<file path="src/rtl/xif_tracker_pkg.sv">
// Shared types for the XIF offload tracker: entry states, fixed payload field
// widths that line up with the XIF x_result_t layout, and a small helper.
package xif_tracker_pkg;

  typedef enum logic [1:0] {
    ENTRY_FREE      = 2'd0,
    ENTRY_ISSUED    = 2'd1,
    ENTRY_COMMITTED = 2'd2
  } entry_state_e;

  localparam int unsigned RdWidth      = 5;
  localparam int unsigned ExcCodeWidth = 6;

  // An entry is live from allocation until its result (or kill) frees it.
  function automatic logic entry_is_live(entry_state_e state);
    return (state != ENTRY_FREE);
  endfunction

endpackage

</file>
<file path="src/rtl/xif_offload_tracker_checker.sv">
// Invariants of the tracking table: occupancy never exceeds the depth and no
// slot is ever allocated while the table is full.
module xif_offload_tracker_checker #(
  parameter int unsigned NrOutstanding = 4,
  parameter int unsigned CntWidth      = 3
) (
  input logic                clk_i,
  input logic                rst_ni,
  input logic [CntWidth-1:0] count_i,
  input logic                alloc_i,
  input logic                full_i
);

  a_count_bound: assert property (@(posedge clk_i) disable iff (!rst_ni)
    count_i <= CntWidth'(NrOutstanding));

  a_no_alloc_when_full: assert property (@(posedge clk_i) disable iff (!rst_ni)
    !(alloc_i && full_i));

endmodule

</file>
<file path="src/rtl/xif_offload_tracker_spill.sv">
// Single registered output stage (spill register with bypass disabled).
// Accepts a new payload when empty or when the held one drains this cycle,
// which gives one result per cycle of throughput.
module xif_offload_tracker_spill #(
  parameter type T = logic [7:0]
) (
  input  logic clk_i,
  input  logic rst_ni,
  input  logic valid_i,
  output logic ready_o,
  input  T     data_i,
  output logic valid_o,
  input  logic ready_i,
  output T     data_o
);

  logic valid_r;
  T     data_r;

  assign ready_o = !valid_r || ready_i;
  assign valid_o = valid_r;
  assign data_o  = data_r;

  // Load on input handshake, drop valid once the consumer takes the payload.
  always_ff @(posedge clk_i or negedge rst_ni) begin
    if (!rst_ni) begin
      valid_r <= 1'b0;
      data_r  <= '0;
    end else if (valid_i && ready_o) begin
      valid_r <= 1'b1;
      data_r  <= data_i;
    end else if (ready_i) begin
      valid_r <= 1'b0;
    end else begin
      valid_r <= valid_r;
    end
  end

endmodule

</file>
<file path="src/rtl/xif_offload_tracker.sv">
// Issue/commit/result scoreboard for instructions offloaded over CORE-V-XIF.
// Tracks up to NrOutstanding live IDs, orders writeback after commit, drops
// killed instructions and stalls issue while the table is full.
module xif_offload_tracker
  import xif_tracker_pkg::*;
#(
  parameter int unsigned NrOutstanding = 4,
  parameter int unsigned IdWidth       = 4,
  parameter int unsigned DataWidth     = 32,
  localparam int unsigned CntWidth     = $clog2(NrOutstanding + 1)
) (
  input  logic                    clk_i,
  input  logic                    rst_ni,
  input  logic                    issue_valid_i,
  input  logic                    issue_ready_i,
  input  logic [IdWidth-1:0]      issue_id_i,
  input  logic                    issue_accept_i,
  input  logic                    issue_writeback_i,
  output logic                    issue_stall_o,
  input  logic                    commit_valid_i,
  input  logic                    commit_kill_i,
  input  logic [IdWidth-1:0]      commit_id_i,
  input  logic                    acc_result_valid_i,
  output logic                    acc_result_ready_o,
  input  logic [IdWidth-1:0]      acc_result_id_i,
  input  logic [DataWidth-1:0]    acc_result_data_i,
  input  logic [RdWidth-1:0]      acc_result_rd_i,
  input  logic                    acc_result_we_i,
  input  logic                    acc_result_exc_i,
  input  logic [ExcCodeWidth-1:0] acc_result_exccode_i,
  output logic                    result_valid_o,
  input  logic                    result_ready_i,
  output logic [IdWidth-1:0]      result_id_o,
  output logic [DataWidth-1:0]    result_data_o,
  output logic [RdWidth-1:0]      result_rd_o,
  output logic                    result_we_o,
  output logic                    result_exc_o,
  output logic [ExcCodeWidth-1:0] result_exccode_o,
  output logic [CntWidth-1:0]     outstanding_o,
  output logic                    err_o
);

  typedef struct packed {
    entry_state_e       state;
    logic [IdWidth-1:0] id;
    logic               wb;
  } entry_t;

  typedef struct packed {
    logic [IdWidth-1:0]      id;
    logic [DataWidth-1:0]    data;
    logic [RdWidth-1:0]      rd;
    logic                    we;
    logic                    exc;
    logic [ExcCodeWidth-1:0] exccode;
  } result_t;

  entry_t [NrOutstanding-1:0] table_r, table_s;
  logic [CntWidth-1:0]        count_r, count_s;
  logic                       err_r, err_s;

  logic [NrOutstanding-1:0] free_vec_s, issued_vec_s, committed_vec_s, wb_vec_s;
  logic [NrOutstanding-1:0] issue_match_s, commit_match_s, result_match_s, alloc_onehot_s;
  logic                     free_found_s;

  logic issue_fire_s, issue_dup_s, table_full_s, alloc_ok_s, alloc_s, new_committed_s;
  logic commit_hit_s, commit_to_new_s, commit_err_s, commit_free_s;
  logic result_hit_s, result_committed_s, result_fire_s, result_err_s, out_ready_s;
  result_t acc_payload_s, out_payload_s;

  // Per-entry status vectors and one-hot ID compares against live entries.
  always_comb begin
    free_vec_s      = '0;
    issued_vec_s    = '0;
    committed_vec_s = '0;
    wb_vec_s        = '0;
    issue_match_s   = '0;
    commit_match_s  = '0;
    result_match_s  = '0;
    for (int i = 0; i < NrOutstanding; i++) begin
      free_vec_s[i]      = !entry_is_live(table_r[i].state);
      issued_vec_s[i]    = (table_r[i].state == ENTRY_ISSUED);
      committed_vec_s[i] = (table_r[i].state == ENTRY_COMMITTED);
      wb_vec_s[i]        = table_r[i].wb;
      issue_match_s[i]   = entry_is_live(table_r[i].state) && (table_r[i].id == issue_id_i);
      commit_match_s[i]  = entry_is_live(table_r[i].state) && (table_r[i].id == commit_id_i);
      result_match_s[i]  = entry_is_live(table_r[i].state) && (table_r[i].id == acc_result_id_i);
    end
  end

  // Lowest-index free slot, as a one-hot allocation vector.
  always_comb begin
    alloc_onehot_s = '0;
    free_found_s   = 1'b0;
    for (int i = 0; i < NrOutstanding; i++) begin
      if (free_vec_s[i] && !free_found_s) begin
        alloc_onehot_s[i] = 1'b1;
        free_found_s      = 1'b1;
      end else begin
        alloc_onehot_s[i] = 1'b0;
      end
    end
  end

  // Event decode: issue, commit and result decisions plus protocol errors.
  always_comb begin
    issue_fire_s    = issue_valid_i && issue_ready_i && issue_accept_i;
    issue_dup_s     = |issue_match_s;
    table_full_s    = !free_found_s;
    alloc_ok_s      = issue_fire_s && !issue_dup_s && !table_full_s;
    commit_hit_s    = |commit_match_s;
    // A commit may target the instruction being allocated in this same cycle.
    commit_to_new_s = commit_valid_i && !commit_hit_s && alloc_ok_s && (commit_id_i == issue_id_i);
    if (commit_to_new_s) begin
      alloc_s         = !commit_kill_i && issue_writeback_i;
      new_committed_s = !commit_kill_i && issue_writeback_i;
    end else begin
      alloc_s         = alloc_ok_s;
      new_committed_s = 1'b0;
    end
    commit_err_s  = commit_valid_i && ((commit_hit_s && |(commit_match_s & committed_vec_s)) ||
                                       (!commit_hit_s && !commit_to_new_s));
    commit_free_s = commit_valid_i &&
                    |(commit_match_s & issued_vec_s & (commit_kill_i ? '1 : ~wb_vec_s));
    result_hit_s       = |result_match_s;
    result_committed_s = |(result_match_s & committed_vec_s & wb_vec_s);
    result_fire_s      = acc_result_valid_i && result_committed_s && out_ready_s;
    result_err_s       = acc_result_valid_i && !result_hit_s;
    err_s = (issue_fire_s && (issue_dup_s || table_full_s)) || commit_err_s || result_err_s;
    count_s = count_r + CntWidth'(alloc_s) - CntWidth'(commit_free_s) - CntWidth'(result_fire_s);
  end

  // Next table contents; commit, result and allocation always hit distinct slots.
  always_comb begin
    table_s = table_r;
    for (int i = 0; i < NrOutstanding; i++) begin
      if (commit_valid_i && commit_match_s[i] && issued_vec_s[i]) begin
        if (commit_kill_i || !table_r[i].wb) begin
          table_s[i].state = ENTRY_FREE;
        end else begin
          table_s[i].state = ENTRY_COMMITTED;
        end
      end else if (result_fire_s && result_match_s[i]) begin
        table_s[i].state = ENTRY_FREE;
      end else if (alloc_s && alloc_onehot_s[i]) begin
        table_s[i].state = new_committed_s ? ENTRY_COMMITTED : ENTRY_ISSUED;
        table_s[i].id    = issue_id_i;
        table_s[i].wb    = issue_writeback_i;
      end else begin
        table_s[i] = table_r[i];
      end
    end
  end

  // Table, occupancy and error-pulse registers.
  always_ff @(posedge clk_i or negedge rst_ni) begin
    if (!rst_ni) begin
      table_r <= '0;
      count_r <= '0;
      err_r   <= 1'b0;
    end else begin
      table_r <= table_s;
      count_r <= count_s;
      err_r   <= err_s;
    end
  end

  assign acc_payload_s.id      = acc_result_id_i;
  assign acc_payload_s.data    = acc_result_data_i;
  assign acc_payload_s.rd      = acc_result_rd_i;
  assign acc_payload_s.we      = acc_result_we_i;
  assign acc_payload_s.exc     = acc_result_exc_i;
  assign acc_payload_s.exccode = acc_result_exccode_i;

  xif_offload_tracker_spill #(
    .T (result_t)
  ) i_out_stage (
    .clk_i   (clk_i),
    .rst_ni  (rst_ni),
    .valid_i (result_fire_s),
    .ready_o (out_ready_s),
    .data_i  (acc_payload_s),
    .valid_o (result_valid_o),
    .ready_i (result_ready_i),
    .data_o  (out_payload_s)
  );

  xif_offload_tracker_checker #(
    .NrOutstanding (NrOutstanding),
    .CntWidth      (CntWidth)
  ) i_checker (
    .clk_i   (clk_i),
    .rst_ni  (rst_ni),
    .count_i (count_r),
    .alloc_i (alloc_s),
    .full_i  (table_full_s)
  );

  assign acc_result_ready_o = result_fire_s;
  assign issue_stall_o      = (count_r == CntWidth'(NrOutstanding));
  assign outstanding_o      = count_r;
  assign err_o              = err_r;
  assign result_id_o        = out_payload_s.id;
  assign result_data_o      = out_payload_s.data;
  assign result_rd_o        = out_payload_s.rd;
  assign result_we_o        = out_payload_s.we;
  assign result_exc_o       = out_payload_s.exc;
  assign result_exccode_o   = out_payload_s.exccode;

endmodule

</file>
<file path="config.mk">
export PLATFORM = sky130hd
export DESIGN_NAME = xif_offload_tracker
export DESIGN_NICKNAME = d
export VERILOG_FILES = /design/src/rtl/xif_tracker_pkg.sv /design/src/rtl/xif_offload_tracker_checker.sv /design/src/rtl/xif_offload_tracker_spill.sv /design/src/rtl/xif_offload_tracker.sv
export SDC_FILE = /design/constraint.sdc
export NUM_CORES = 1
export LEC_CHECK = 0
export ABC_AREA = 1
export CORE_UTILIZATION = 49
export CTS_CLUSTER_SIZE = 30
export DETAILED_ROUTE_END_ITERATION = 10
export PLACE_DENSITY = 0.81
export SYNTH_ARGS = -nofsm -noshare
export SYNTH_HDL_FRONTEND = slang
export SYNTH_SLANG_ARGS = --single-unit
</file>
<file path="constraint.sdc">
create_clock -name clk_i -period 2.7 [get_ports clk_i]
set_input_delay 0.54 -clock clk_i [delete_from_list [all_inputs] [get_ports clk_i]]
set_output_delay 0.54 -clock clk_i [all_outputs]
set_load 0.02 [all_outputs]
</file>
Word-level counts from Yosys, hierarchy flattened
Index checks and enable logic that the tools add are counted.

$add $sub $neg: 3. Bitwise gates (word level): 14. Reduce and logical (&&, ||, !) cells: 92. Equality and inequality tests: 22. Multiplexer cells: 29.

Operator list (count): $eq A4 B4 Y1 (13); $logic_and A1 B1 Y1 (48); $mux W7 (4); $mux W2 (13); $reduce_or A4 Y1 (6); $and A4 B4 Y4 (5); $logic_not A1 Y1 (16); $reduce_and A3 Y1 (4); $reduce_bool A3 Y1 (4); $mux W1 (11); $reduce_bool A2 Y1 (5); $logic_or A1 B1 Y1 (9); $eq A2 B1 Y1 const B (4); $eq A2 B2 Y1 const B (4); $not A1 Y1 (8); $sub A3 B1 Y3 (2); $mux W4 (1); $not A4 Y4 (1); $add A3 B1 Y3 (1); $eq A3 B3 Y1 const B (1).

Register bits: 82. Input bits: 67. Output and inout port bits: 56.

Depth between registers and ports, before layout
Depth in word-level cells: 19. Mapped depth: 17. Gate-level depth less buffers: 15.

Cells and area by module
A second synthesis with hierarchy kept.

Cell total of the unflattened synthesis: 625. Area total of the unflattened synthesis: 4647.0 um^2.

By module, submodules not included: xif_offload_tracker (area each 2655.0 um^2, cells each 408, instances 1, sequential area each 800.8 um^2); xif_offload_tracker_spill (area each 1991.9 um^2, cells each 217, instances 1, sequential area each 1251.2 um^2).

Worst setup path after synthesis
OpenSTA, ideal clock, no wires.

Kind: input -> register. From: input commit_id_i[0]. To: register count_r[2], in the netlist outstanding_o[2]. Setup time: 123 ps. Stages: 14. Setup slack: 132 ps. Arrival time: 2445 ps. Required time: 2577 ps. Cell sequence: clkbuf_2 inv_1 nand2_1 nand2_1 nor2_1 nand3_1 nor3_1 o21ai_0 o21ai_0 o21ai_0 fa_1 ha_1 ha_1 xnor2_1.

Word-level cells in the longest chain between the ends: 11. Elaborated cells between the ends (all ways): 22. Those cells by class: add/sub (3); eq/ne (5); mux (1); bitwise (2); reduce/logical (11).

RTL lines: start: declaration (line xif_offload_tracker.sv:22) `input logic [IdWidth-1:0] commit_id_i,`; $eq A4 B4 Y1 (line xif_offload_tracker.sv:86) `commit_match_s[i] = entry_is_live(table_r[i].state) && (table_r[i].id == commit_id_i);`; $logic_and A1 B1 Y1 (line xif_offload_tracker.sv:86); $reduce_or A4 Y1 (line xif_offload_tracker.sv:111) `commit_hit_s = |commit_match_s;`; $logic_not A1 Y1 (line xif_offload_tracker.sv:113) `commit_to_new_s = commit_valid_i && !commit_hit_s && alloc_ok_s && (commit_id_i == issue_id_i);`; $logic_and A1 B1 Y1 (3 in a row) (line xif_offload_tracker.sv:113); $mux W1 (line xif_offload_tracker.sv:114) `if (commit_to_new_s) begin`; $add A3 B1 Y3 (line xif_offload_tracker.sv:130) `count_s = count_r + CntWidth'(alloc_s) - CntWidth'(commit_free_s) - CntWidth'(result_fire_s);`; $sub A3 B1 Y3 (*) (2 in a row) (line xif_offload_tracker.sv:130); named net count_s[2] (line xif_offload_tracker.sv:59) `logic [CntWidth-1:0] count_r, count_s;`; end signal: assignment (line xif_offload_tracker.sv:163) `count_r <= count_s;`; end: declaration (line xif_offload_tracker.sv:59).

Mark *: on every way through the listed nets, which the timed path passes. The rest lies on a longest branch. A chain may end at the register's enable or synchronous reset.

Worst setup path after layout
From: register table_r[9] (netlist name). To: register count_r[2], in the netlist outstanding_o[2].

Word-level cells in the longest chain between the ends: 12. Elaborated cells between the ends (all ways): 28. Those cells by class: add/sub (3); eq/ne (3); mux (1); bitwise (4); reduce/logical (17).

RTL lines: start: declaration (line xif_offload_tracker.sv:58) `entry_t [NrOutstanding-1:0] table_r, table_s;`; start signal: assignment (line xif_offload_tracker.sv:162) `table_r <= table_s;`; $eq A4 B4 Y1 (line xif_offload_tracker.sv:85) `issue_match_s[i] = entry_is_live(table_r[i].state) && (table_r[i].id == issue_id_i);`; $logic_and A1 B1 Y1 (line xif_offload_tracker.sv:85); $reduce_or A4 Y1 (line xif_offload_tracker.sv:108) `issue_dup_s = |issue_match_s;`; $logic_not A1 Y1 (line xif_offload_tracker.sv:110) `alloc_ok_s = issue_fire_s && !issue_dup_s && !table_full_s;`; $logic_and A1 B1 Y1 (2 in a row) (line xif_offload_tracker.sv:110); $logic_and A1 B1 Y1 (2 in a row) (line xif_offload_tracker.sv:113); $mux W1 (line xif_offload_tracker.sv:114); $add A3 B1 Y3 (line xif_offload_tracker.sv:130); $sub A3 B1 Y3 (line xif_offload_tracker.sv:130); $sub A3 B1 Y3 (*) (line xif_offload_tracker.sv:130); named net count_s[2] (line xif_offload_tracker.sv:59).

Marks and branches as above.

==> flow_summary.json <==
{
  "drt_iter0_markers": 240,
  "synthArstFlopShare": 1.000,
  "syn_to_final_growth_pct": 39.67,
  "grt_max_degree": 46,
  "use_met3": 0.04965,
  "core_um2": 8891,
  "worst_hold_path_type": "in2async",
  "fin_util": 0.7200,
  "end_kind": "flip-flop",
  "synthCells": 620,
  "finalSetupViolCount": 0,
  "syn-cell-area_um2": 4583,
  "finalHoldViolCount": 0,
  "pwr-share-clk": 0.213,
  "worstPathMaxFanout": 5,
  "run_status": "finished clean",
  "grt_usage": 0.2819,
  "synth-simple-area-share": 0.3579,
  "num_io_pins": 123,
  "required_ns": 2.93,
  "cts_max_path_buffers": 2,
  "max_freq_ghz": 0.3855,
  "drt_first_pass_iters": 5,
  "portBuffers": 122,
  "worstReg2RegEnd": "outstanding_o[2]$_DFF_PN0_",
  "p_seq_frac": 0.402,
  "maxCapViolCount": 0,
  "wl_um": 12880,
  "numClockSinks": 82,
  "gr-usage-met2": 0.4859,
  "synth_edf_count": 0,
  "synth_top_family_by_area": "simple AND/OR/NAND/NOR gates",
  "start_kind": "flip-flop",
  "final_cell_mix": "nand2_1, clkdlybuf4s50_1, dfrtp_1",
  "htree_levels": 3,
  "reg2reg_setup_slack_ns": 0.11,
  "critPathMaxStageDelay_ns": 0.47,
  "startpoint": "table_r[9]$_DFFE_PN0P_",
  "synth_fp_nets": 691,
  "rows": 34,
  "clk_latency_ns": 0.36,
  "vias_per_cell": 5.099,
  "crit-reg2reg-launch": "table_r[9]$_DFFE_PN0P_",
  "nets": 851,
  "drive_above_1_share": 0.1465,
  "ys_ff_latch": 82,
  "grt_first_pass_wirelength_um": 21560,
  "synth_compound_area_frac": 0.05351,
  "muxShareOfSynthArea": 0,
  "drcViolationCount": 0,
  "cp-endpoint": "outstanding_o[2]$_DFF_PN0_",
  "die_height_um": 98.71,
  "cts_inserted_buffers": 9,
  "antenna_found_initial": 0,
  "period_needed_ns": 2.594,
  "switching_share": 0.3970,
  "worst_pin_slew_ns": 0.5500,
  "vias": 4553,
  "p_leak_nw": 3.342,
  "path_clk_slew_ns": 0.09,
  "use_met1": 0.3654,
  "synth_xor_xnor_area_share": 0.03631,
  "ff2ff_path_depth": 13,
  "whs_ns": 0.1596,
  "yosysSeqAreaShare": 0.4477,
  "postRouteAntennaNets": 0,
  "crit_chain": "inv_1, nand2_1, nand2_1, nor2_1, nand3_2, nor3_4, o21ai_0, o21ai_0, o21ai_1, fa_2, ha_1, ha_1, xnor2_1",
  "p_comb_frac": 0.385,
  "final_max_slew_viol_count": 0,
  "fin_crit_sh": 0.9607,
  "cts_tree": "yes",
  "dp_hpwl_um": 9982,
  "switching_power_mw": 1.740,
  "synth_cell_types": 33,
  "initial_core_util": 0.5155,
  "crit_arrival_ns": 2.83,
  "fillers": 733,
  "place_congestion": 0.9503,
  "power_density_nw_per_um2": 684.7,
  "ir_drop_mv": 0.3529,
  "cts_root_buf": "clkbuf_8",
  "busiest_layer": "met2",
  "netlist.area_leader.share": 0.4477,
  "postCtsHoldBufs": 0,
  "syn_area_per_cell_um2": 7.392,
  "insertedDiodeCount": 0,
  "overflow": 0,
  "synth-main-ff-cell": "dfrtp_1",
  "final_common_cell": "nand2_1",
  "p_int_mw": 2.643,
  "synthDominantAreaCellType": "dfrtp_1",
  "dieWidth_um": 98.71,
  "max_slew_margin": 0.6334,
  "crit_slowest_cell": "dfrtp_1",
  "die-area_um2": 9744,
  "grt_pass1_vias": 4514,
  "synth_fa_ha_area_frac": 0.01256,
  "fin_worst_skew_ns": 0.01308,
  "worstSetupPathType": "reg2reg",
  "routedWlPerCell_um": 14.42,
  "synth.area.top_cells": "dfrtp_1, nand2_1, inv_1, nor2_1, nand4_1",
  "yosysWarningCount": 0
}
-- power by group through the flow --
stage	logic (mW)	clock network, mW	registers [mW]
finish	1.69	0.932	1.76
global route	1.88	1.01	1.79
CTS	1.65	0.961	1.75
detailed placement	1.61	0	1.77
global placement	1.57	0	1.76
floorplan	0.889	0	1.80
-- registers in the layout, summed over array words and instances (netlist names) --
name	flops
table_r	28
outstanding_o	3
i_out_stage.data_o	49
i_out_stage.valid_o	1
err_o	1
-- metrics by stage --
stage / cell area [µm²] / instances / worst slack, ns / total power, mW / TNS (ns)
finish: 6401 / 893 / 0.1062 / 4.383 / 0
floorplan: 4583 / 620 / 0.1324 / 2.690 / 0
global route: 6401 / 893 / -0.03038 / 4.687 / -0.03038
detailed placement: 6092 / 870 / -0.6524 / 3.375 / -2.150
CTS: 6350 / 889 / 0.09273 / 4.355 / 0
global placement: 6092 / 870 / -0.5430 / 3.331 / -1.786
-- per-layer routing --
metal,routed length (µm),vias up
met2,6227,174
met4,177,0
li1,-,2234
met3,887,14
met5,0,-
met1,5588,2131
-- worst max-delay path: cells and delay by family, from the launching register on --
family	cells	cell delay (ns)
xor gates and xnor gates	1	0.13
DFF	1	0.47
adders and majority gates	3	0.81
and+or+nand+nor	5	0.63
AOI/OAI and AO/OA	3	0.31
buffers and inverters	1	0.12
-- worst min-delay path by stage --
stage / start / endpoint / slack (ns) / depth (start not counted)
after floorplan: rst_ni / err_o$_DFF_PN0_ / 0.24 / 0
after global routing: rst_ni / i_out_stage.data_o[40]$_DFFE_PN0P_ / 0.19 / 1
after detailed placement: i_out_stage.data_o[1]$_DFFE_PN0P_ / i_out_stage.data_o[1]$_DFFE_PN0P_ / 0.46 / 2
after global placement: i_out_stage.data_o[42]$_DFFE_PN0P_ / i_out_stage.data_o[42]$_DFFE_PN0P_ / 0.46 / 2
after CTS: rst_ni / i_out_stage.data_o[10]$_DFFE_PN0P_ / 0.17 / 1
final: rst_ni / i_out_stage.data_o[10]$_DFFE_PN0P_ / 0.16 / 1
-- what timing repair did --
| item | 4_1_cts | 5_1_grt |
|---|---|---|
| buffers inserted | 3 | 4 |
| resized for setup | 22 | 12 |
| setup endpoints to repair | 4 | 3 |
| pin swaps | 4 | 3 |
-- layout make-up --
class / instances / area, µm² / area share
Sequential cell: 82 / 2056 / 0.3211
Tap cell: 108 / 135.1 / 0.02111
Inverter: 65 / 246.5 / 0.03851
Clock inverter: 7 / 83.83 / 0.01310
Clock buffer: 9 / 123.9 / 0.01935
Multi-Input combinational cell: 454 / 2166 / 0.3384
Timing Repair Buffer: 168 / 1590 / 0.2484
-- cell usage after synthesis, types with 2 or more instances --
library cell and count:
o22ai_1 2, xor2_1 12, inv_2 10, buf_6 11
ha_1 3, nor2_1 44, a21oi_1 2, nand2_1 287
nand2_4 3, o21ai_2 7, nor3_1 3, nand3_2 7
xnor2_1 7, nand3_1 19, nand4_1 20, dfrtp_1 82
clkinv_2 2, buf_4 5, inv_1 53, o21ai_0 16
o21ai_1 13
-- cells by family after synthesis --
family,count (synthesis)
xor+xnor,19
flops,82
buf+inv,84
fa+ha+maj,4
compound gates,42
simple gates,389
Note: power is estimated with default switching activity, not from simulation.
